## config.mk

```make
export PLATFORM = sky130hd
export DESIGN_NAME = uart_fifo_flat
export DESIGN_NICKNAME = d
export VERILOG_FILES = /design/src/rtl/uart_fifo_if.sv /design/src/rtl/uart_fifo.sv /design/src/flat_wrapper.sv
export SDC_FILE = /design/constraint.sdc
export NUM_CORES = 1
export LEC_CHECK = 0
export ABC_AREA = 1
export CAP_MARGIN = 20
export CORE_UTILIZATION = 60
export DETAILED_ROUTE_END_ITERATION = 6
export PLACE_DENSITY = 0.79
export REMOVE_ABC_BUFFERS = 1
export SLEW_MARGIN = 20
export SYNTH_ARGS = -nofsm -noshare
export SYNTH_HDL_FRONTEND = slang
export SYNTH_SLANG_ARGS = --single-unit
```

## constraint.sdc

```tcl
create_clock -name clk -period 2.35 [get_ports clk]
set_input_delay 0.47 -clock clk [delete_from_list [all_inputs] [get_ports clk]]
set_output_delay 0.47 -clock clk [all_outputs]
set_load 0.02 [all_outputs]
```

## src/rtl/uart_fifo_if.sv

```systemverilog
// Byte-stream handshake bundle between a FIFO and its producer/consumer.
// The master drives the requests; the slave (the FIFO) returns data and status.
interface uart_fifo_if #(
    parameter int unsigned DATA_W = 8,
    parameter int unsigned ADDR_W = 4
);
    logic              wr;
    logic [DATA_W-1:0] w_data;
    logic              rd;
    logic [DATA_W-1:0] r_data;
    logic              empty;
    logic              full;
    logic [ADDR_W:0]   count;
    logic              overflow;
    logic              underflow;

    modport master (
        output wr, w_data, rd,
        input  r_data, empty, full, count, overflow, underflow
    );

    modport slave (
        input  wr, w_data, rd,
        output r_data, empty, full, count, overflow, underflow
    );
endinterface

```

## src/rtl/uart_fifo.sv

```systemverilog
// First-word-fall-through byte FIFO between the UART and the processor.
// It tracks occupancy and keeps sticky overflow/underflow flags for debug.
module uart_fifo #(
    parameter int unsigned DATA_W = 8,
    parameter int unsigned ADDR_W = 4
) (
    input logic         clk,
    input logic         reset,
    uart_fifo_if.slave  bus
);
    localparam int unsigned Depth = 2 ** ADDR_W;
    localparam logic [ADDR_W:0] DepthCnt = (ADDR_W + 1)'(Depth);

    logic [DATA_W-1:0] mem [Depth];
    logic [ADDR_W-1:0] w_ptr_q, r_ptr_q;
    logic [ADDR_W:0]   count_q, count_d;
    logic              full_q, empty_q;
    logic              overflow_q, underflow_q;
    logic              do_wr, do_rd;
    logic              set_overflow, set_underflow;

    always_comb begin
        // A write into a full FIFO is only legal when a pop frees the slot on the same edge.
        do_wr         = bus.wr && (!full_q || bus.rd);
        do_rd         = bus.rd && !empty_q;
        set_overflow  = bus.wr && !bus.rd && full_q;
        set_underflow = bus.rd && !bus.wr && empty_q;
        count_d       = count_q;
        unique case ({do_wr, do_rd})
            2'b10:   count_d = count_q + 1'b1;
            2'b01:   count_d = count_q - 1'b1;
            default: count_d = count_q;
        endcase
    end

    always_ff @(posedge clk) begin
        if (reset) begin
            w_ptr_q     <= '0;
            r_ptr_q     <= '0;
            count_q     <= '0;
            full_q      <= 1'b0;
            empty_q     <= 1'b1;
            overflow_q  <= 1'b0;
            underflow_q <= 1'b0;
        end else begin
            if (do_wr) w_ptr_q <= w_ptr_q + 1'b1;
            if (do_rd) r_ptr_q <= r_ptr_q + 1'b1;
            count_q <= count_d;
            full_q  <= (count_d == DepthCnt);
            empty_q <= (count_d == '0);
            if (set_overflow)  overflow_q  <= 1'b1;
            if (set_underflow) underflow_q <= 1'b1;
        end
    end

    // Storage is deliberately not cleared by reset.
    always_ff @(posedge clk) begin
        if (!reset && do_wr) mem[w_ptr_q] <= bus.w_data;
    end

    assign bus.r_data    = mem[r_ptr_q];
    assign bus.empty     = empty_q;
    assign bus.full      = full_q;
    assign bus.count     = count_q;
    assign bus.overflow  = overflow_q;
    assign bus.underflow = underflow_q;
endmodule

```

## src/flat_wrapper.sv

```systemverilog
// flat-port wrapper written by rule: the top's interface ports become plain ports
module uart_fifo_flat 
#(
    parameter int unsigned DATA_W = 8,
    parameter int unsigned ADDR_W = 4
)
  (clk, reset, bus_wr, bus_w_data, bus_rd, bus_r_data, bus_empty, bus_full, bus_count, bus_overflow, bus_underflow);
  uart_fifo_if #(.DATA_W(DATA_W), .ADDR_W(ADDR_W)) bus_i ();
  input logic clk;
  input logic reset;
  input wire logic [$bits(bus_i.wr)-1:0] bus_wr;
  input wire logic [$bits(bus_i.w_data)-1:0] bus_w_data;
  input wire logic [$bits(bus_i.rd)-1:0] bus_rd;
  output wire logic [$bits(bus_i.r_data)-1:0] bus_r_data;
  output wire logic [$bits(bus_i.empty)-1:0] bus_empty;
  output wire logic [$bits(bus_i.full)-1:0] bus_full;
  output wire logic [$bits(bus_i.count)-1:0] bus_count;
  output wire logic [$bits(bus_i.overflow)-1:0] bus_overflow;
  output wire logic [$bits(bus_i.underflow)-1:0] bus_underflow;
  assign bus_i.wr = bus_wr;
  assign bus_i.w_data = bus_w_data;
  assign bus_i.rd = bus_rd;
  assign bus_r_data = bus_i.r_data;
  assign bus_empty = bus_i.empty;
  assign bus_full = bus_i.full;
  assign bus_count = bus_i.count;
  assign bus_overflow = bus_i.overflow;
  assign bus_underflow = bus_i.underflow;
  uart_fifo #(.DATA_W(DATA_W), .ADDR_W(ADDR_W)) u_core (.clk(clk), .reset(reset), .bus(bus_i));
endmodule
```

# Word level (Yosys, flattened, before mapping)
# Memory sizes are Yosys's and may differ from the RTL's. A register that Yosys moved wholly into a read port is not among the register bits.
# Cells that the tools add are included.
[word_totals]
ram_bits = 128
memories = 1
in_bits = 12
regBits = 17
[classes]
n_reduce_logical = 14
eq_ne = 3
addsub = 4
muxes = 5
[memory_table]
columns = ["name", "depth", "word_bits", "rd", "rd_clocked_by_memory_dff", "write_ports", "line", "rtl"]
rows = [
  ["u_core.mem", 16, 8, 1, 1, 1, "uart_fifo.sv:14", "logic [DATA_W-1:0] mem [Depth];"],
]
[op_table]
columns = ["cell", "n"]
rows = [
  ["case mux 5 bit (2 select lines)", 1],
  ["adder 4 x 1 -> 4 bit (second input constant)", 2],
  ["two-way mux 4 bit", 2],
  ["logical AND 1 bit", 7],
  ["adder 5 x 1 -> 5 bit (second input constant)", 1],
  ["equality test 5 bit (second input constant)", 1],
  ["zero test 1 bit", 5],
  ["zero test 5 bit", 1],
  ["subtractor 5 x 1 -> 5 bit (second input constant)", 1],
  ["equality test 2 x 1 -> 1 bit (second input constant)", 1],
  ["equality test 2 bit (second input constant)", 1],
  ["two-way mux 1 bit", 2],
  ["logical OR 1 bit", 1],
]

# Logic depth before layout (Yosys ltp)
[logic_depth]
depth_word = 6
depth_mapped = 17
ltp_nobuf = 17

# Least setup slack after synthesis
# OpenSTA, ideal clock, no wires.
[synth_timing]
kind = "input to register"
startpoint = "in bus_rd"
endpoint = "reg u_core.empty_q, in the netlist u_core.bus.empty"
t_arrival_ns = 1.893
cell_stages = 15
required_time_ns = 2.235
setup_time_ns = 0.115
setup_slack_ns = 0.342
path_cell_list = "inv_2 > nor2_2 > ha_1 > nor2_1 > nor2_4 > ha_1 > inv_1 > nand2_1 > nor2_2 > nor2_1 > nand2_2 > o21ai_2 > nor2_4 > nand3_1 > nand2_1"
[synth_between]
elab_chain_cells = 5
elab_cells_between_ends = 7
[synth_lines]
columns = ["element", "line", "rtl"]
rows = [
  ["from (decl)", "flat_wrapper.sv:13", "input wire logic [$bits(bus_i.rd)-1:0] bus_rd;"],
  ["logical OR 1 bit", "uart_fifo.sv:24", "do_wr = bus.wr && (!full_q || bus.rd);"],
  ["logical AND 1 bit", "uart_fifo.sv:24", ""],
  ["equality test 2 x 1 -> 1 bit or equality test 2 bit (tied branches)", "uart_fifo.sv:29", "unique case ({do_wr, do_rd})"],
  ["case mux 5 bit (2 select lines) *", "uart_fifo.sv:29", ""],
  ["zero test 5 bit *", "uart_fifo.sv:50", "empty_q <= (count_d == '0);"],
  ["to (signal assigned)", "uart_fifo.sv:50", ""],
  ["to (decl)", "uart_fifo.sv:17", "logic full_q, empty_q;"],
]
# Every way passes the cells marked *; elsewhere a longest branch is shown, timed or not.
# A chain may end at the register's enable or synchronous reset.

==> flow_summary_export.csv <==
group,metric,value,unit
global_routing,overflow,0,
global_routing,grt_pass1_wl,22.7,mm
drt,detail-route-antenna-nets,0,
cts,tritoncts.num_buffers,17,
drt,drt-pass1-iter-count,6,
drt,post-route-drc-count,0,
cts,clock_insertion_delay_worst_skew,0.53,ns
drt,starting_drt_drc_count,424,
synth,number_of_synthesized_register_bits,149,
timing,fmaxAchievable,0.409,GHz
layout,layout.filler_cells,554,
drt,total_length_of_routed_wires,14.8,mm
global_routing,total_global_route_track_usage,30.3,%
place,dpl.hpwl,8.81,mm
power,total_leakage_power,0.00268,uW
drt,route.detailed.wl_per_inst,20.6,um
synth,yosys.area.top_type,"edfxtp_1",
hold_path,holdCritStartpoint,"u_core.r_ptr_q[3]",
synth,post_synth_inst_count,494,
setup_path,critical-path-max-stage-delay,0.41,ns
timing,whs,0.444,ns
setup_path,critical_path.max_fanout,8,
floorplan,core,9770,um^2
floorplan,die-width,102,um
synth,yosys_warnings,0,
floorplan,chipHeight,102,um
cts,cts.root.buffer_cell,"clkbuf_8",
cts,cts.sink_count,149,
layout,most_frequent_standard_cell_in_the_layout_excluding_fill_and_tap_cells,"edfxtp_1",
cts,tritoncts,"yes",
timing,finalWorstPathRequiredPeriod,2.45,ns
setup_path,cp.required,1.88,ns
layout,share_of_post_route_cells_with_drive_strength_above_1,23.7,%
global_routing,grt_max_degree,24,
layout,diodes,0,
setup_path,largest_delay_share_family_worst_path,"compound AO/OA/AOI/OAI gates",
drt,post_drt_via_cell_ratio,6.16,
layout,layout.cells.most_common_list,"128 x edfxtp_1, 79 x nor2_1, 36 x nand2_1, 36 x buf_4, 33 x o21ai_0",
floorplan,top_level_ports,29,
setup_path,path_class,"flip-flop to output pin",
setup_path,timing.critical_path.arrival,1.98,ns
setup_path,critical_path.slowest_cell,"dfxtp_4",
timing,timing.final.setup_violations,8,
layout,final-instance-count-excl-fill,715,
cts,cts-root-to-sink-buffers,2,
timing,final_cycle_share,104,%
layout,layout-area-overhead-vs-synth,26.4,%
drt,via_count,4404,
setup_path,crit_path_cell_trace,"buf_4 -> buf_16 -> o21ai_2 -> o22ai_1 -> o211ai_1 -> nand2_1 -> buf_6",
floorplan,rows,36,
global_routing,grt_pass1_vias,4323,
cts,path_clk_slew,0.06,ns
floorplan,floorplan.die_area,10500,um^2
floorplan,start_util,61.9,%
setup_path,combined_buffer_and_inverter_count_along_the_critical_path,3,
place,routabilityCongestion,0.868,
timing,timing.final.hold_violations,0,
global_routing,antenna_found_initial,0,
timing,setup_slack,-0.0971,ns
place,post-place-cells,674,
cts,htree_levels,4,
power,ir_worst_vdd,0.561,mV
place,port_buffers,28,
hold_path,class_of_the_tightest_hold_or_removal_check,"flip-flop to flip-flop",
setup_path,timing.critical_path.to_type,"output pin",
timing,setup_repair_after_global_routing_missed_its_margin,"yes",
synth,post_synth.cell_area_avg,12.2,um^2
run,maxCapViolCount,0,
synth,synth_seq_area_share,70.5,%
synth,yosys.area.top_type_share,63.5,%
synth,synth.cell_area,6050,um^2
timing,timing_max_transition_violations_final,0,
setup_path,crit-reg2reg-launch,"u_core.bus.full",
status,status,"finished with violations",
status,violations,"negative setup slack",
synth,distinct_cell_type_count_after_synthesis,30,
timing,skew,0.0109,ns
power,power_per_cell_area,908,nW/um^2
synth,ys_top_cells_by_area,"edfxtp_1 64%, dfxtp_1 7.0%, o21ai_0 5.2%",
timing,worstMarginPinSlew,0.624,ns
timing,max_slew_margin,58.3,%
layout,final_nets,589,
setup_path,crit_path_start_kind,"flip-flop",
cell usage after synthesis:
master    number
a21oi_1        8
buf_2          7
buf_4          5
buf_6          2
clkbuf_1      10
dfxtp_1       21
edfxtp_1     128
ha_1           8
inv_1         23
inv_2          5
inv_4          1
mux2i_1        1
nand2_1       38
nand2_2        5
nand3_1       17
nand3_2        1
nand4_1        4
nor2_1        84
nor2_2         2
nor2_4         2
nor3_1         8
nor3_2         1
o211ai_1       8
o21a_1         1
o21ai_0       63
o21ai_1        7
o21ai_2        1
o221ai_1      24
o22ai_1        8
xor2_1         1
state kept, by name (all words and copies together) (netlist names), named ones only:
| signal | cells |
|---|---|
| u_core.bus.underflow | 1 |
| u_core.w_ptr_q | 4 |
| u_core.r_ptr_q | 4 |
| u_core.bus.count | 5 |
| u_core.bus.overflow | 1 |
| u_core.bus.full | 1 |
| u_core.bus.empty | 1 |
| u_core.mem | 128 |
cells by family (layout without fill, tap and decap cells):
logic type / count (synthesis) / in the layout / share of synthesized area [%]
AND/OR/NAND/NOR: 162 / 162 / 11.5
AO/OA/AOI/OAI: 120 / 120 / 12.0
buffers and inverters: 53 / 141 / 4.03
flip-flops: 149 / 149 / 70.5
multiplexers: 1 / 1 / 0.166
adder cells (fa/ha/maj): 8 / 8 / 1.66
XOR/XNOR: 1 / 1 / 0.145
layout make-up:
type | count | area (um^2) | area share, %
inverter | 29 | 120 | 1.57
tap | 133 | 166 | 2.18
timing repair buffer | 80 | 850 | 11.1
sequential | 149 | 4270 | 55.9
multi-input combinational | 292 | 1670 | 21.8
clock inverter | 14 | 154 | 2.01
clock buffer | 18 | 418 | 5.47
worst paths after layout:
check | depth (start not counted) | endpoint | slack (ns)
worst max-delay path | 7 | bus_r_data[6] | -0.1
worst max register to register | 15 | u_core.bus.full | 0.48
worst min register to register | 1 | u_core.r_ptr_q[3] | 0.44
worst min-delay path | 1 | u_core.r_ptr_q[3] | 0.44
power breakdown:
group	switching, uW	total (uW)	leakage [uW]	internal (uW)
Clock	1070	2590	0.000262	1520
Combinational	764	1340	0.00110	580
Sequential	70.2	3000	0.00133	2930
worst reg2reg max path: stages, from the launching register on:
cell     delay [ns]
dfxtp_1        0.32
nand2_1        0.10
nand2_2        0.06
ha_1           0.23
nor2_1         0.19
nor2_4         0.07
ha_1           0.17
inv_1          0.04
nand2_1        0.10
nor2_2         0.12
nor2_1         0.05
nand2_2        0.07
o21ai_2        0.07
nor2_4         0.08
nand2_1        0.06
nor2_1         0.09
stage by stage:
step | cell area [um^2] | setup WS, ns | power, uW | util [%] | setup TNS, ns
6_report | 7640 | -0.0971 | 6940 | 78.2 | -0.442
5_1_grt | 7640 | -0.198 | 7170 | 78.2 | -1.05
4_1_cts | 7570 | -0.0656 | 6900 | 77.5 | -0.417
3_5_place_dp | 6750 | -0.211 | 4150 | 69.0 | -0.632
3_3_place_gp | 6750 | -0.136 | 4120 | 69.0 | -0.363
2_1_floorplan | 5920 | -0.386 | 3630 | - | -2.96
what timing repair did:
item,in CTS,in global routing
pin swaps,27,15
setup buffers,3,1
gates cloned,5,0
endpoints found under the setup margin,8,8
gates resized for setup,95,25
hold buffers,0,0
per-layer routing:
metal / GRT usage, % / vias to the layer above / part of all wire (%)
li1: - / 1975 / -
met2: 50.9 / 269 / 51
met1: 37.4 / 2111 / 36
met5: 0 / - / 0
met3: 7.11 / 49 / 9.3
met4: 14.1 / 0 / 3.4
No activity file was read; power rests on OpenSTA's default activity.
